### config.mk
export PLATFORM = sky130hd
export DESIGN_NAME = instr_fetch_queue
export DESIGN_NICKNAME = d
export VERILOG_FILES = /design/src/rtl/instr_fetch_queue.sv
export SDC_FILE = /design/constraint.sdc
export NUM_CORES = 1
export LEC_CHECK = 0
export CORE_ASPECT_RATIO = 1.75
export CORE_UTILIZATION = 35
export DETAILED_ROUTE_END_ITERATION = 10
export HOLD_SLACK_MARGIN = 0.08
export PLACE_DENSITY = 0.66
export SLEW_MARGIN = 15
export SYNTH_ARGS = -nofsm -noshare
export SYNTH_HDL_FRONTEND = slang
export SYNTH_SLANG_ARGS = --single-unit
### constraint.sdc
create_clock -name clk -period 5.45 [get_ports clk]
set_clock_uncertainty 0.05 [all_clocks]
set_input_delay 0.545 -clock clk [delete_from_list [all_inputs] [get_ports clk]]
set_output_delay 0.545 -clock clk [all_outputs]
set_load 0.05 [all_outputs]
### src/rtl/instr_fetch_queue.sv
// instr_fetch_queue: PC owner, 1-cycle imem fetch, DEPTH-entry queue, decoded head fields.
// Define IFQ_STATS_EN to add saturating stat_flush / stat_stall counters.
module instr_fetch_queue #(
  parameter int          DEPTH    = 4,
  parameter int          IMEM_AW  = 10,
  parameter logic [31:0] RESET_PC = 32'h0000_0000
) (
  input  logic                   clk,
  input  logic                   reset_n,
  input  logic                   fetch_en,
  input  logic                   redir_valid,
  input  logic [31:0]            redir_pc,
  output logic                   imem_en,
  output logic [IMEM_AW-1:0]     imem_addr,
  input  logic [31:0]            imem_rdata,
  output logic                   out_valid,
  input  logic                   out_ready,
  output logic [31:0]            out_pc,
  output logic [31:0]            out_instr,
  output logic [5:0]             out_op,
  output logic [5:0]             out_funct,
  output logic [4:0]             out_rs,
  output logic [4:0]             out_rt,
  output logic [4:0]             out_rd,
  output logic [4:0]             out_shamt,
  output logic [15:0]            out_imm,
  output logic [31:0]            out_imm_sext,
  output logic [25:0]            out_addr,
  output logic [31:0]            out_jtarget,
`ifdef IFQ_STATS_EN
  output logic [15:0]            stat_flush,
  output logic [15:0]            stat_stall,
`endif
  output logic [$clog2(DEPTH):0] level
);

  localparam int PW = $clog2(DEPTH);

  logic [31:0]   pc_q, pc_d;
  logic [31:0]   ipc_q, ipc_d;
  logic          inflight_q, inflight_d;
  logic [PW-1:0] head_q, head_d;
  logic [PW-1:0] tail_q, tail_d;
  logic [PW-1:0] sel;
  logic [PW:0]   level_q, level_d;
  logic [PW+1:0] occ;
  logic          issue, push, pop;
  logic [31:0]   redir_tgt, pc_plus4;
  logic [31:0]   ent_pc  [DEPTH];
  logic [31:0]   ent_ins [DEPTH];

  // Occupancy counts the word already in flight so the queue can never overflow.
  assign occ       = {1'b0, level_q} + {{(PW+1){1'b0}}, inflight_q};
  assign issue     = reset_n & fetch_en & ~redir_valid
                   & (occ < (PW+2)'(DEPTH));
  assign push      = inflight_q & ~redir_valid;
  assign out_valid = (level_q != '0);
  assign pop       = out_valid & out_ready & ~redir_valid;
  assign redir_tgt = redir_pc & ~32'h3;

  assign imem_en   = issue;
  assign imem_addr = pc_q[IMEM_AW+1:2];
  assign level     = level_q;

  // Next-state: redirect has priority and flushes queue and in-flight word.
  always_comb begin
    pc_d       = pc_q;
    ipc_d      = ipc_q;
    inflight_d = issue;
    head_d     = head_q;
    tail_d     = tail_q;
    level_d    = level_q;
    if (redir_valid) begin
      pc_d       = redir_tgt;
      inflight_d = 1'b0;
      tail_d     = head_q;
      level_d    = '0;
    end else begin
      if (issue) begin
        pc_d  = pc_q + 32'd4;
        ipc_d = pc_q;
      end
      if (push) tail_d = tail_q + PW'(1);
      if (pop)  head_d = head_q + PW'(1);
      if (push && !pop)
        level_d = level_q + (PW+1)'(1);
      else if (pop && !push)
        level_d = level_q - (PW+1)'(1);
    end
  end

  // Control state registers.
  always_ff @(posedge clk or negedge reset_n) begin
    if (!reset_n) begin
      pc_q       <= RESET_PC;
      ipc_q      <= '0;
      inflight_q <= 1'b0;
      head_q     <= '0;
      tail_q     <= '0;
      level_q    <= '0;
    end else begin
      pc_q       <= pc_d;
      ipc_q      <= ipc_d;
      inflight_q <= inflight_d;
      head_q     <= head_d;
      tail_q     <= tail_d;
      level_q    <= level_d;
    end
  end

  // Queue storage: returning word written at tail with its issuing PC.
  always_ff @(posedge clk or negedge reset_n) begin
    if (!reset_n) begin
      for (int i = 0; i < DEPTH; i++) begin
        ent_pc[i]  <= '0;
        ent_ins[i] <= '0;
      end
    end else if (push) begin
      ent_pc[tail_q]  <= ipc_q;
      ent_ins[tail_q] <= imem_rdata;
    end
  end

  // When empty, show the slot just behind head so fields hold the last head.
  assign sel = (level_q == '0) ? head_q - PW'(1) : head_q;

  assign out_pc       = ent_pc[sel];
  assign out_instr    = ent_ins[sel];
  assign out_op       = out_instr[31:26];
  assign out_funct    = out_instr[5:0];
  assign out_rs       = out_instr[25:21];
  assign out_rt       = out_instr[20:16];
  assign out_rd       = out_instr[15:11];
  assign out_shamt    = out_instr[10:6];
  assign out_imm      = out_instr[15:0];
  assign out_imm_sext = {{16{out_instr[15]}}, out_instr[15:0]};
  assign out_addr     = out_instr[25:0];
  assign pc_plus4     = out_pc + 32'd4;
  assign out_jtarget  = {pc_plus4[31:28], out_instr[25:0], 2'b00};

`ifdef IFQ_STATS_EN
  logic [15:0] stat_flush_q;
  logic [15:0] stat_stall_q;
  logic        stall;

  assign stall      = fetch_en & ~redir_valid & ~issue;
  assign stat_flush = stat_flush_q;
  assign stat_stall = stat_stall_q;

  // Saturating redirect and fetch-stall counters.
  always_ff @(posedge clk or negedge reset_n) begin
    if (!reset_n) begin
      stat_flush_q <= '0;
      stat_stall_q <= '0;
    end else begin
      if (redir_valid && stat_flush_q != 16'hFFFF)
        stat_flush_q <= stat_flush_q + 16'd1;
      if (stall && stat_stall_q != 16'hFFFF)
        stat_stall_q <= stat_stall_q + 16'd1;
    end
  end
`endif

endmodule
==> flow_summary.rst, run 1 <==
.. list-table::
   :header-rows: 1

   * - Metric
     - Value
   * - First-pass GRT wire length
     - 61100 um
   * - Post-detailed-route count of antenna-violating nets
     - 0
   * - Worst-Margin Slew
     - 0.931 ns
   * - Cell type with the largest total area after synthesis
     - sky130_fd_sc_hd__dfrtp_1
   * - Most common cell in the synthesized netlist
     - sky130_fd_sc_hd__dfrtp_1
   * - Synth unique cells
     - 59
   * - Cell count along the critical path
     - 7
   * - F_max
     - 0.211 GHz
   * - Worst endpoint data arrival time
     - 4.15 ns
   * - Synthesized area per cell
     - ~11 um^2
   * - Buffer levels on the longest clock path
     - 3
   * - Initial detailed-routing violation count
     - 453
   * - Clock-pin slew on the worst setup and hold paths
     - 0.07 ns
   * - Cell row count
     - between 100 and 150
   * - Number of buffers created by CTS
     - 29
   * - Hold Violations, Final
     - 0
   * - Congestion Overflow GR
     - 0
   * - CP peak stage delay
     - 0.89 ns
   * - Overall die area
     - 46100 um^2
   * - Antenna violations before repair
     - 0
   * - Top area cells in the synthesized netlist
     - sky130_fd_sc_hd__dfrtp_1 50%, sky130_fd_sc_hd__mux2_2 18%, sky130_fd_sc_hd__buf_4 7.0%
   * - Die X
     - 163 um
   * - Ys flop type
     - sky130_fd_sc_hd__dfrtp_1
   * - Most common library cells after synthesis
     - 316 x sky130_fd_sc_hd__dfrtp_1, 248 x sky130_fd_sc_hd__mux2_2, 198 x sky130_fd_sc_hd__nand2_1
   * - IO Port Bufs
     - 279
   * - Final Util
     - between 40% and 50%
   * - Max-slew violations
     - 0
   * - Critical Path Source Type
     - flop
   * - Core Area
     - 44400 um^2
   * - Estimated wirelength of the detail-placed design
     - 25700 um
   * - Number of detailed-routing iterations run before antenna repair
     - 4
   * - Critical path buffers and inverters
     - 3
   * - Vias in the first global route
     - 11200
   * - Initial core utilization
     - between 30 and 40%
   * - Layout cell share with drive strength beyond 1
     - 23.9%
   * - Sum Neg Setup Slack
     - 0 ns
   * - Standard cell with the maximum stage delay on the critical path
     - sky130_fd_sc_hd__clkdlybuf4s50_1
   * - Post-synthesis sequential element count
     - about 320
   * - CTS sink count
     - 316
   * - Highest net fanout along the worst path
     - between 40 and 50
   * - Type of the worst min-delay path
     - primary input to flop
   * - Per-cell via count in the routed design
     - 5.18
   * - Average detailed-routed wire length per instance
     - 18.1 um
   * - Syn-to-layout area delta
     - 21.1%
   * - Maximum number of pins on one net before global-route repair
     - 83
   * - Critical Path, Cell by Cell
     - or4_1, buf_4, and2_2, buf_12, a211oi_1, a31oi_1, clkdlybuf4s50_1
   * - DRC violation count after routing
     - 0
   * - Number of enable flip-flop cells after synthesis
     - 0
   * - Total number of H-tree levels
     - 1
   * - Ant. Diodes
     - 0
   * - Minimum clock period after layout
     - 4.75 ns
   * - Die outline height
     - around 280 um
   * - Worst slack at placement
     - 1.19 ns
   * - Total Wirelength
     - around 38000 um
   * - Routed vias
     - 10900
   * - Synthesized cell area
     - 15800 um^2
   * - Type of the worst setup path
     - flop to output pin
   * - TritonCTS clock tree
     - yes
   * - Final weighted congestion in routability-driven placement
     - 0.785
   * - Cell depth of the worst flop-to-flop path
     - 4
   * - Final worst-path cycle share
     - 87.1%
   * - Number of cells traversed by the worst hold path
     - 2
   * - Slack of the critical path
     - 0.703 ns
   * - Outcome
     - completed
   * - GRT Total Usage
     - 16.7%
   * - Crit end category
     - output pin
   * - Top cell type's share of synthesized area
     - 49.9%
   * - Unrepaired setup endpoints after global routing
     - false
   * - Fin nets
     - 1585
   * - Number of I/O pins
     - ~290
   * - Max-capacitance violation count
     - 0
   * - Sequential fraction of the synthesis area
     - roughly half
   * - Clock Latency Late Sink
     - 0.57 ns
   * - Remaining max-slew budget at the tightest pin
     - 37.7%
   * - Finish-stage setup viols
     - 0
   * - Gate count of the mapped netlist
     - 1405
   * - Critical path required time
     - 4.86 ns
   * - Crit-path leading delay family
     - buffers and inverters
   * - Count of synthesis-stage warnings from yosys
     - 0
   * - Proportion of synthesized flip-flops having asynchronous set or reset
     - 100%
   * - Cell chosen for the clock root
     - sky130_fd_sc_hd__clkbuf_16
[layer usage]
| layer | track usage (%) | share of wire [%] |
|---|---|---|
| met1 | 19.4 | 40 |
| met5 | 0 | 0 |
| met4 | 6.33 | 2.9 |
| met3 | 1.58 | 3.7 |
| met2 | 30.9 | 54 |
[worst paths after layout]
| check | startpoint | end | slack [ns] |
|---|---|---|---|
| worst max-delay path | head_q[0] | out_jtarget[27] | 0.70 |
| worst min-delay path | redir_valid | level[0] | 0.27 |
| worst max register to register | inflight_q | ent_pc[11] | 2.77 |
| worst min register to register | ent_ins[2] | ent_ins[2] | 0.44 |
| max in group asynchronous | reset_n | ent_ins[2] | 3.12 |
| min in group asynchronous | reset_n | ent_ins[125] | 0.46 |
[cells by family (layout without fill, tap and decap cells)]
| kind of cell | count (synthesis) | in the layout | synth area share (%) |
|---|---|---|---|
| AND/OR/NAND/NOR | 353 | 353 | 11.0 |
| AO/OA/AOI/OAI | 173 | 173 | 8.04 |
| buffers and inverters | 262 | 386 | 9.98 |
| multiplexers | 281 | 281 | 19.8 |
| flip-flops | 316 | 316 | 49.9 |
| adder cells (fa/ha/maj) | 6 | 6 | 0.521 |
| other | 1 | 4 | 0.0237 |
| XOR/XNOR | 13 | 13 | 0.719 |
[cell type report]
cell class	count	area [um^2]
Multi-Input combinational cell	830	6410
Tap cell	572	716
Clock buffer	41	841
Sequential cell	316	7910
Clock inverter	12	170
Inverter	30	113
Fill cell	4180	25200
Timing Repair Buffer	303	3020
[flip-flops by register name (all words and copies together), names as in the netlist]
signal,flops
ent_ins,128
ent_pc,120
ipc_q,30
pc_q,30
level,3
head_q,2
tail_q,2
inflight_q,1
[stage by stage]
step / hold slack [ns] / cell area, um^2 / std cells
finish: 0.271 / 19200 / 2104
global route: 0.267 / 19200 / 2104
CTS: 0.245 / 19200 / 2103
detailed placement: 0.434 / 18100 / 2049
global placement: 0.428 / 18100 / 2049
floorplan: 0.199 / 15800 / 1408
[worst reg2reg max path, stage by stage (launching register included)]
cell and delay, ns:
sky130_fd_sc_hd__dfrtp_1 0.50, sky130_fd_sc_hd__nor2b_1 0.45, sky130_fd_sc_hd__nand2_2 0.65, sky130_fd_sc_hd__buf_4 0.55, sky130_fd_sc_hd__mux2_2 0.38
[cells in the final DEF (no fill, tap or decap), types with 23 or more instances in the layout]
cell type	n
sky130_fd_sc_hd__o21ai_0	30
sky130_fd_sc_hd__nand3_1	33
sky130_fd_sc_hd__a31oi_1	38
sky130_fd_sc_hd__buf_4	23
sky130_fd_sc_hd__a211oi_1	34
sky130_fd_sc_hd__clkbuf_16	29
sky130_fd_sc_hd__inv_1	28
sky130_fd_sc_hd__clkdlybuf4s50_1	273
sky130_fd_sc_hd__dfrtp_1	315
sky130_fd_sc_hd__mux2i_1	31
sky130_fd_sc_hd__nand2_1	194
sky130_fd_sc_hd__mux2_2	248
sky130_fd_sc_hd__and2_1	39
[what timing repair did]
action | in CTS | in global routing
endpoints found under the hold margin | 67 | 0
setup buffers | 0 | 0
resized for setup | 0 | 0
hold buffers | 1 | 0
Power of run 1 is left out: the tool's default activity adds up to more than one toggle a clock period on the data nets, which glitch-free logic cannot reach.
==> run 2, diff against run 1 <==
Settings changed: SLEW_MARGIN 15 to 5.
==> flow_summary.rst, run 2 (synthesis results as in run 1) <==
.. list-table::
   :header-rows: 1

   * - Metric
     - Value
   * - Number of buffers inserted for hold repair after clock tree synthesis
     - 1 (unchanged)
   * - Crit-path leading delay family
     - buffers and inverters (unchanged)
   * - Initial core utilization
     - 35.7% (unchanged)
   * - TritonCTS clock tree
     - yes (unchanged)
   * - Minimum clock period after layout
     - 4.76 ns (was 4.75 ns)
   * - Regs by FF count
     - ent_ins: 128 flops, ent_pc: 120 flops (unchanged)
   * - Non-filler cells in the finished layout
     - 2103 (was 2104)
   * - Number of I/O pins
     - 286 (unchanged)
   * - Average detailed-routed wire length per instance
     - 18.1 um (about the same)
   * - F_max
     - 0.210 GHz (was 0.211 GHz)
   * - Buffer levels on the longest clock path
     - 3 (unchanged)
   * - Post_cts resized
     - 0 (unchanged)
   * - Outcome
     - completed (unchanged)
   * - Vias in the first global route
     - 11200 (unchanged)
   * - Hold Startpoint
     - redir_valid (unchanged)
   * - Syn-to-layout area delta
     - 20.9% (was 21.1%)
   * - Finished layout cell area
     - 19200 um^2 (about the same)
   * - Critical path buffers and inverters
     - 3 (unchanged)
   * - Core Area
     - 44400 um^2 (unchanged)
   * - Placed cell count
     - 2049 (unchanged)
   * - Type of the worst min-delay path
     - primary input to flop (unchanged)
   * - GRT Total Usage
     - 16.7% (unchanged)
   * - Launch point of the critical path
     - head_q[0] (unchanged)
   * - Max-capacitance violation count
     - 0 (unchanged)
   * - Estimated wirelength of the detail-placed design
     - 25700 um (unchanged)
   * - Total Wirelength
     - 38000 um (was 38200 um)
   * - Commonest non-fill, non-tap cells in the layout
     - 315 x sky130_fd_sc_hd__dfrtp_1, 273 x sky130_fd_sc_hd__clkdlybuf4s50_1, 248 x sky130_fd_sc_hd__mux2_2 (unchanged)
   * - Number of buffers created by CTS
     - 29 (unchanged)
   * - Congestion Overflow GR
     - 0 (unchanged)
   * - Final-layout fill cell count
     - 4183 (was 4180)
   * - Source of the worst register-to-register timing path
     - pc_q[4] (was inflight_q)
   * - Clock Latency Late Sink
     - 0.57 ns (about the same)
   * - Highest net fanout along the worst path
     - 42 (unchanged)
   * - Type of the worst setup path
     - flop to output pin (unchanged)
   * - Total number of H-tree levels
     - 1 (unchanged)
   * - Critical path required time
     - 4.86 ns (about the same)
   * - Number of cells traversed by the worst hold path
     - 2 (unchanged)
   * - Routed vias
     - 10900 (about the same)
   * - Register-to-Register Setup Slack
     - 2.77 ns (about the same)
   * - Worst endpoint data arrival time
     - 4.16 ns (was 4.15 ns)
   * - DP Area
     - 18100 um^2 (unchanged)
   * - Final Util
     - 43.1% (was 43.2%)
   * - Post-detailed-route count of antenna-violating nets
     - 0 (unchanged)
   * - Die outline height
     - 283 um (unchanged)
   * - First-pass GRT wire length
     - 61100 um (unchanged)
   * - Number of detailed-routing iterations run before antenna repair
     - 5 (was 4)
   * - Crit end category
     - output pin (unchanged)
   * - Final weighted congestion in routability-driven placement
     - 0.785 (unchanged)
   * - Unrepaired setup endpoints after global routing
     - false (unchanged)
   * - Critical Path, Cell by Cell
     - or4_1, buf_4, and2_2, buf_12, a211oi_1, a31oi_1, clkdlybuf4s50_1 (unchanged)
   * - IO Port Bufs
     - 279 (unchanged)
   * - Initial detailed-routing violation count
     - 474 (was 453)
   * - CP peak stage delay
     - 0.89 ns (about the same)
   * - Number of flip-flops in the largest register
     - 128 (unchanged)
   * - Worst min-delay path endpoint
     - level[0] (unchanged)
   * - Worst-Margin Slew
     - 1.23 ns (was 0.931 ns)
   * - Sum Neg Setup Slack
     - 0 ns (unchanged)
   * - DRC violation count after routing
     - 0 (unchanged)
   * - Layout cell share with drive strength beyond 1
     - 23.8% (was 23.9%)
   * - Final worst-path cycle share
     - 87.3% (was 87.1%)
   * - Hold Violations, Final
     - 0 (unchanged)
   * - Ant. Diodes
     - 0 (unchanged)
   * - Post CTS Setup Buffer Count
     - 0 (unchanged)
   * - Cell chosen for the clock root
     - sky130_fd_sc_hd__clkbuf_16 (unchanged)
   * - Maximum number of pins on one net before global-route repair
     - 83 (unchanged)
   * - Cell depth of the worst flop-to-flop path
     - 7 (was 4)
   * - Top reg by flops
     - ent_ins (unchanged)
   * - End of the worst register-to-register path
     - pc_q[31] (was ent_pc[11])
   * - Clock-pin slew on the worst setup and hold paths
     - 0.07 ns (about the same)
   * - Die X
     - 163 um (unchanged)
   * - CTS sink count
     - 316 (unchanged)
   * - Standard cell with the maximum stage delay on the critical path
     - sky130_fd_sc_hd__clkdlybuf4s50_1 (unchanged)
   * - Fin nets
     - 1584 (was 1585)
   * - Per-cell via count in the routed design
     - 5.18 (about the same)
   * - Cell row count
     - 102 (unchanged)
   * - Overall die area
     - 46100 um^2 (unchanged)
   * - Critical Path Source Type
     - flop (unchanged)
   * - Antenna violations before repair
     - 0 (unchanged)
   * - Max-slew violations
     - 0 (unchanged)
   * - Most common library cell in the layout ignoring fill and taps
     - sky130_fd_sc_hd__dfrtp_1 (unchanged)
   * - Finish-stage setup viols
     - 0 (unchanged)
   * - Remaining max-slew budget at the tightest pin
     - 17.5% (was 37.7%)
[run 2: through the flow]
step | worst slack (ns) | hold slack, ns
6_report | 0.692 | 0.270
5_1_grt | 0.434 | 0.267
4_1_cts | 0.566 | 0.245
3_5_place_dp | 1.19 | 0.434
3_3_place_gp | 1.24 | 0.428
2_1_floorplan | 0.472 | 0.199
[run 2: area by class of cell]
cell class	instances	area, um^2	share of cell area (%)
multi-input cells	830	6410	33.5
inverters	30	113	0.588
well taps	572	716	3.74
clock buffers	41	841	4.39
flip-flops and latches	316	7910	41.3
repair buffers	302	3000	15.6
clock inverters	12	170	0.889
[run 2: how the worst max path moves through the flow]
stage	endpoint	slack [ns]	cells past startpoint
after global routing	out_jtarget[16]	0.43	7
after CTS	out_imm[0]	0.57	8
after global placement	out_jtarget[29]	1.24	8
after detailed placement	out_imm[0]	1.19	8
after floorplan	out_imm[15]	0.47	9
final	out_jtarget[27]	0.69	7
[run 2: metal layers]
metal | routed length [um] | part of all wire, % | track usage (%) | vias to the layer above
met3 | 1460 | 3.8 | 1.58 | 68
met4 | 1150 | 3.0 | 6.33 | 0
met2 | 20300 | 53 | 30.9 | 317
li1 | - | - | - | 5014
met5 | 0 | 0 | 0 | -
met1 | 15100 | 40 | 19.4 | 5499
Power of run 2 is left out for the same reason.
==> run 3, diff against run 2 <==
Settings changed: PLACE_DENSITY 0.66 to 0.68.
Clock period 5.45 ns to 3.81 ns, I/O delays scaled along.
==> flow_summary.rst, run 3 (synthesis results as in run 1) <==
.. list-table::
   :header-rows: 1

   * - Metric
     - Value
   * - First-pass GRT wire length
     - 65300 um (was 61100 um)
   * - Most used cell, CP
     - sky130_fd_sc_hd__buf_12
   * - Worst-Margin Slew
     - 1.17 ns (was 1.23 ns)
   * - Critical path buffers and inverters
     - 4 (was 3)
   * - Highest net fanout along the worst path
     - 8 (was 42)
   * - Critical path required time
     - 3.38 ns (was 4.86 ns)
   * - Final worst-path cycle share
     - 101%
   * - Regs by FF count
     - ent_ins: 128 flops, ent_pc: 120 flops (unchanged)
   * - Minimum clock period after layout
     - 3.83 ns
   * - Clock-pin slew on the worst setup and hold paths
     - 0.07 ns (about the same)
   * - F_max
     - ~0.26 GHz
   * - Core Area
     - 44400 um^2 (unchanged)
   * - Cell row count
     - 102 (unchanged)
   * - DRC violation count after routing
     - 0 (unchanged)
   * - CTS sink count
     - 316 (unchanged)
   * - Cell chosen for the clock root
     - sky130_fd_sc_hd__clkbuf_16 (unchanged)
   * - Average detailed-routed wire length per instance
     - 19.0 um (was 18.1 um)
   * - Outcome
     - complete, but fails checks (was completed)
   * - Die X
     - 163 um (unchanged)
   * - Hold Violations, Final
     - 0 (unchanged)
   * - Crit-path leading delay family
     - simple AND/OR/NAND/NOR gates (was buffers and inverters)
   * - Max-slew violations
     - 0 (unchanged)
   * - Standard cell with the maximum stage delay on the critical path
     - sky130_fd_sc_hd__or4_4 (was sky130_fd_sc_hd__clkdlybuf4s50_1)
   * - Buffer levels on the longest clock path
     - 3 (unchanged)
   * - Number of buffers created by CTS
     - 30 (was 29)
   * - Layout cell share with drive strength beyond 1
     - 42.0% (was 23.8%)
   * - Most common library cell in the layout ignoring fill and taps
     - sky130_fd_sc_hd__dfrtp_1 (unchanged)
   * - Unrepaired setup endpoints after global routing
     - true (was false)
   * - Syn-to-layout area delta
     - 41.3% (was 20.9%)
   * - Die outline height
     - 283 um (unchanged)
   * - Routed vias
     - 11200 (was 10900)
   * - Type of the worst setup path
     - flop to output pin (unchanged)
   * - Antenna violations before repair
     - 1 (was 0)
   * - Maximum number of pins on one net before global-route repair
     - 140 (was 83)
   * - Type of the worst min-delay path
     - primary input to async pin (was primary input to flop)
   * - IO Port Bufs
     - 279 (unchanged)
   * - Critical Path Source Type
     - flop (unchanged)
   * - CP peak stage delay
     - 0.64 ns (was 0.89 ns)
   * - Max-capacitance violation count
     - 0 (unchanged)
   * - Remaining max-slew budget at the tightest pin
     - 21.6% (was 17.5%)
   * - Commonest non-fill, non-tap cells in the layout
     - 315 x sky130_fd_sc_hd__dfrtp_1, 248 x sky130_fd_sc_hd__mux2_2, 209 x sky130_fd_sc_hd__buf_12 (was 315 x sky130_fd_sc_hd__dfrtp_1, 273 x sky130_fd_sc_hd__clkdlybuf4s50_1, 248 x sky130_fd_sc_hd__mux2_2)
   * - Slack of the critical path
     - -0.0208 ns (was 0.692 ns)
   * - Overall die area
     - 46100 um^2 (unchanged)
   * - TritonCTS clock tree
     - yes (unchanged)
   * - GRT Total Usage
     - 17.8% (was 16.7%)
   * - Number of detailed-routing iterations run before antenna repair
     - 4 (was 5)
   * - Top reg by flops
     - ent_ins (unchanged)
   * - Initial detailed-routing violation count
     - 510 (was 474)
   * - Estimated wirelength of the detail-placed design
     - 27200 um (was 25700 um)
   * - Crit end category
     - output pin (unchanged)
   * - Final weighted congestion in routability-driven placement
     - 0.786 (was 0.785)
   * - Failing checks
     - setup timing
   * - Per-cell via count in the routed design
     - 5.20 (was 5.18)
   * - Clock Latency Late Sink
     - 0.57 ns (about the same)
   * - Finish-stage setup viols
     - 1 (was 0)
   * - Sum Neg Setup Slack
     - -0.0208 ns (was 0 ns)
   * - Total Wirelength
     - 41000 um (was 38000 um)
   * - Critical Path, Cell by Cell
     - or4_4, buf_12, buf_12, nand3_4, o221ai_4, nor4_4, nand4_2, buf_6, nor4_4, xor2_2, buf_12 (was or4_1, buf_4, and2_2, buf_12, a211oi_1, a31oi_1, clkdlybuf4s50_1)
   * - Vias in the first global route
     - 11800 (was 11200)
   * - Worst endpoint data arrival time
     - 3.40 ns (was 4.16 ns)
   * - Post-detailed-route count of antenna-violating nets
     - 0 (unchanged)
   * - Congestion Overflow GR
     - 0 (unchanged)
   * - Number of I/O pins
     - 286 (unchanged)
   * - Total number of H-tree levels
     - 1 (unchanged)
   * - Initial core utilization
     - 35.7% (unchanged)
   * - Fin nets
     - 1634 (was 1584)
   * - Number of flip-flops in the largest register
     - 128 (unchanged)
[run 3: cell types whose count changed in the layout (fill, tap and decap cells not counted), moves of 8 or more]
cell                              delta
sky130_fd_sc_hd__a31oi_4            +17
sky130_fd_sc_hd__a31oi_2            +14
sky130_fd_sc_hd__o221ai_1           -10
sky130_fd_sc_hd__o221ai_2            +8
sky130_fd_sc_hd__a31oi_1            -31
sky130_fd_sc_hd__clkdlybuf4s50_1   -194
sky130_fd_sc_hd__buf_4              +29
sky130_fd_sc_hd__buf_12            +206
[run 3: area by class of cell]
| cell class | instances | area (um^2) |
|---|---|---|
| fill | 3798 | 22000 |
| sequential | 316 | 7910 |
| multi-input combinational | 832 | 7060 |
| timing repair buffer | 349 | 5490 |
| clock buffer | 36 | 815 |
| tap | 572 | 716 |
| clock inverter | 20 | 270 |
| inverter | 30 | 113 |
| antenna | 1 | 2.50 |
[run 3: final timing paths]
| kind | from | end | slack, ns | depth (start not counted) |
|---|---|---|---|---|
| worst max-delay path | level[0] | out_jtarget[29] | -0.02 | 11 |
| worst min-delay path | reset_n | ent_pc[36] | 0.26 | 2 |
| worst max register to register | pc_q[4] | pc_q[29] | 1.21 | 6 |
| worst min register to register | pc_q[31] | ipc_q[31] | 0.44 | 2 |
| max in group asynchronous | reset_n | ent_ins[58] | 2.31 | 3 |
| min in group clk | redir_pc[2] | pc_q[2] | 0.32 | 3 |
[run 3: what timing repair did]
| item | in CTS | in global routing |
|---|---|---|
| pin swaps | 15 | 3 |
| buffers inserted | 16 | 3 |
| endpoints found under the setup margin | 142 | 72 |
| hold buffers | 1 | 0 |
| gates cloned | 2 | 1 |
| hold endpoints to repair | 40 | 0 |
| resized for setup | 62 | 8 |
[run 3: metrics by stage]
stage          setup WS [ns]  utilization [%]  area (um^2)  std cells  hold slack, ns
4_1_cts              -0.0460             50.2        22300       2151           0.256
3_5_place_dp           0.136             46.5        20600       2076           0.263
3_3_place_gp           0.156             46.4        20600       2075           0.259
6_report             -0.0208             50.4        22400       2156           0.262
2_1_floorplan         0.0356                -        16100       1408          0.0354
5_1_grt              -0.0979             50.4        22400       2156           0.281
[run 3: per-layer routing]
layer,vias up,GRT usage (%),share of wire [%]
met2,328,33.3,55
met1,5707,20.3,38
met5,-,0,0
met3,60,2.43,4.5
li1,5126,-,-
met4,0,5.91,2.6
Power of run 3 is left out for the same reason.
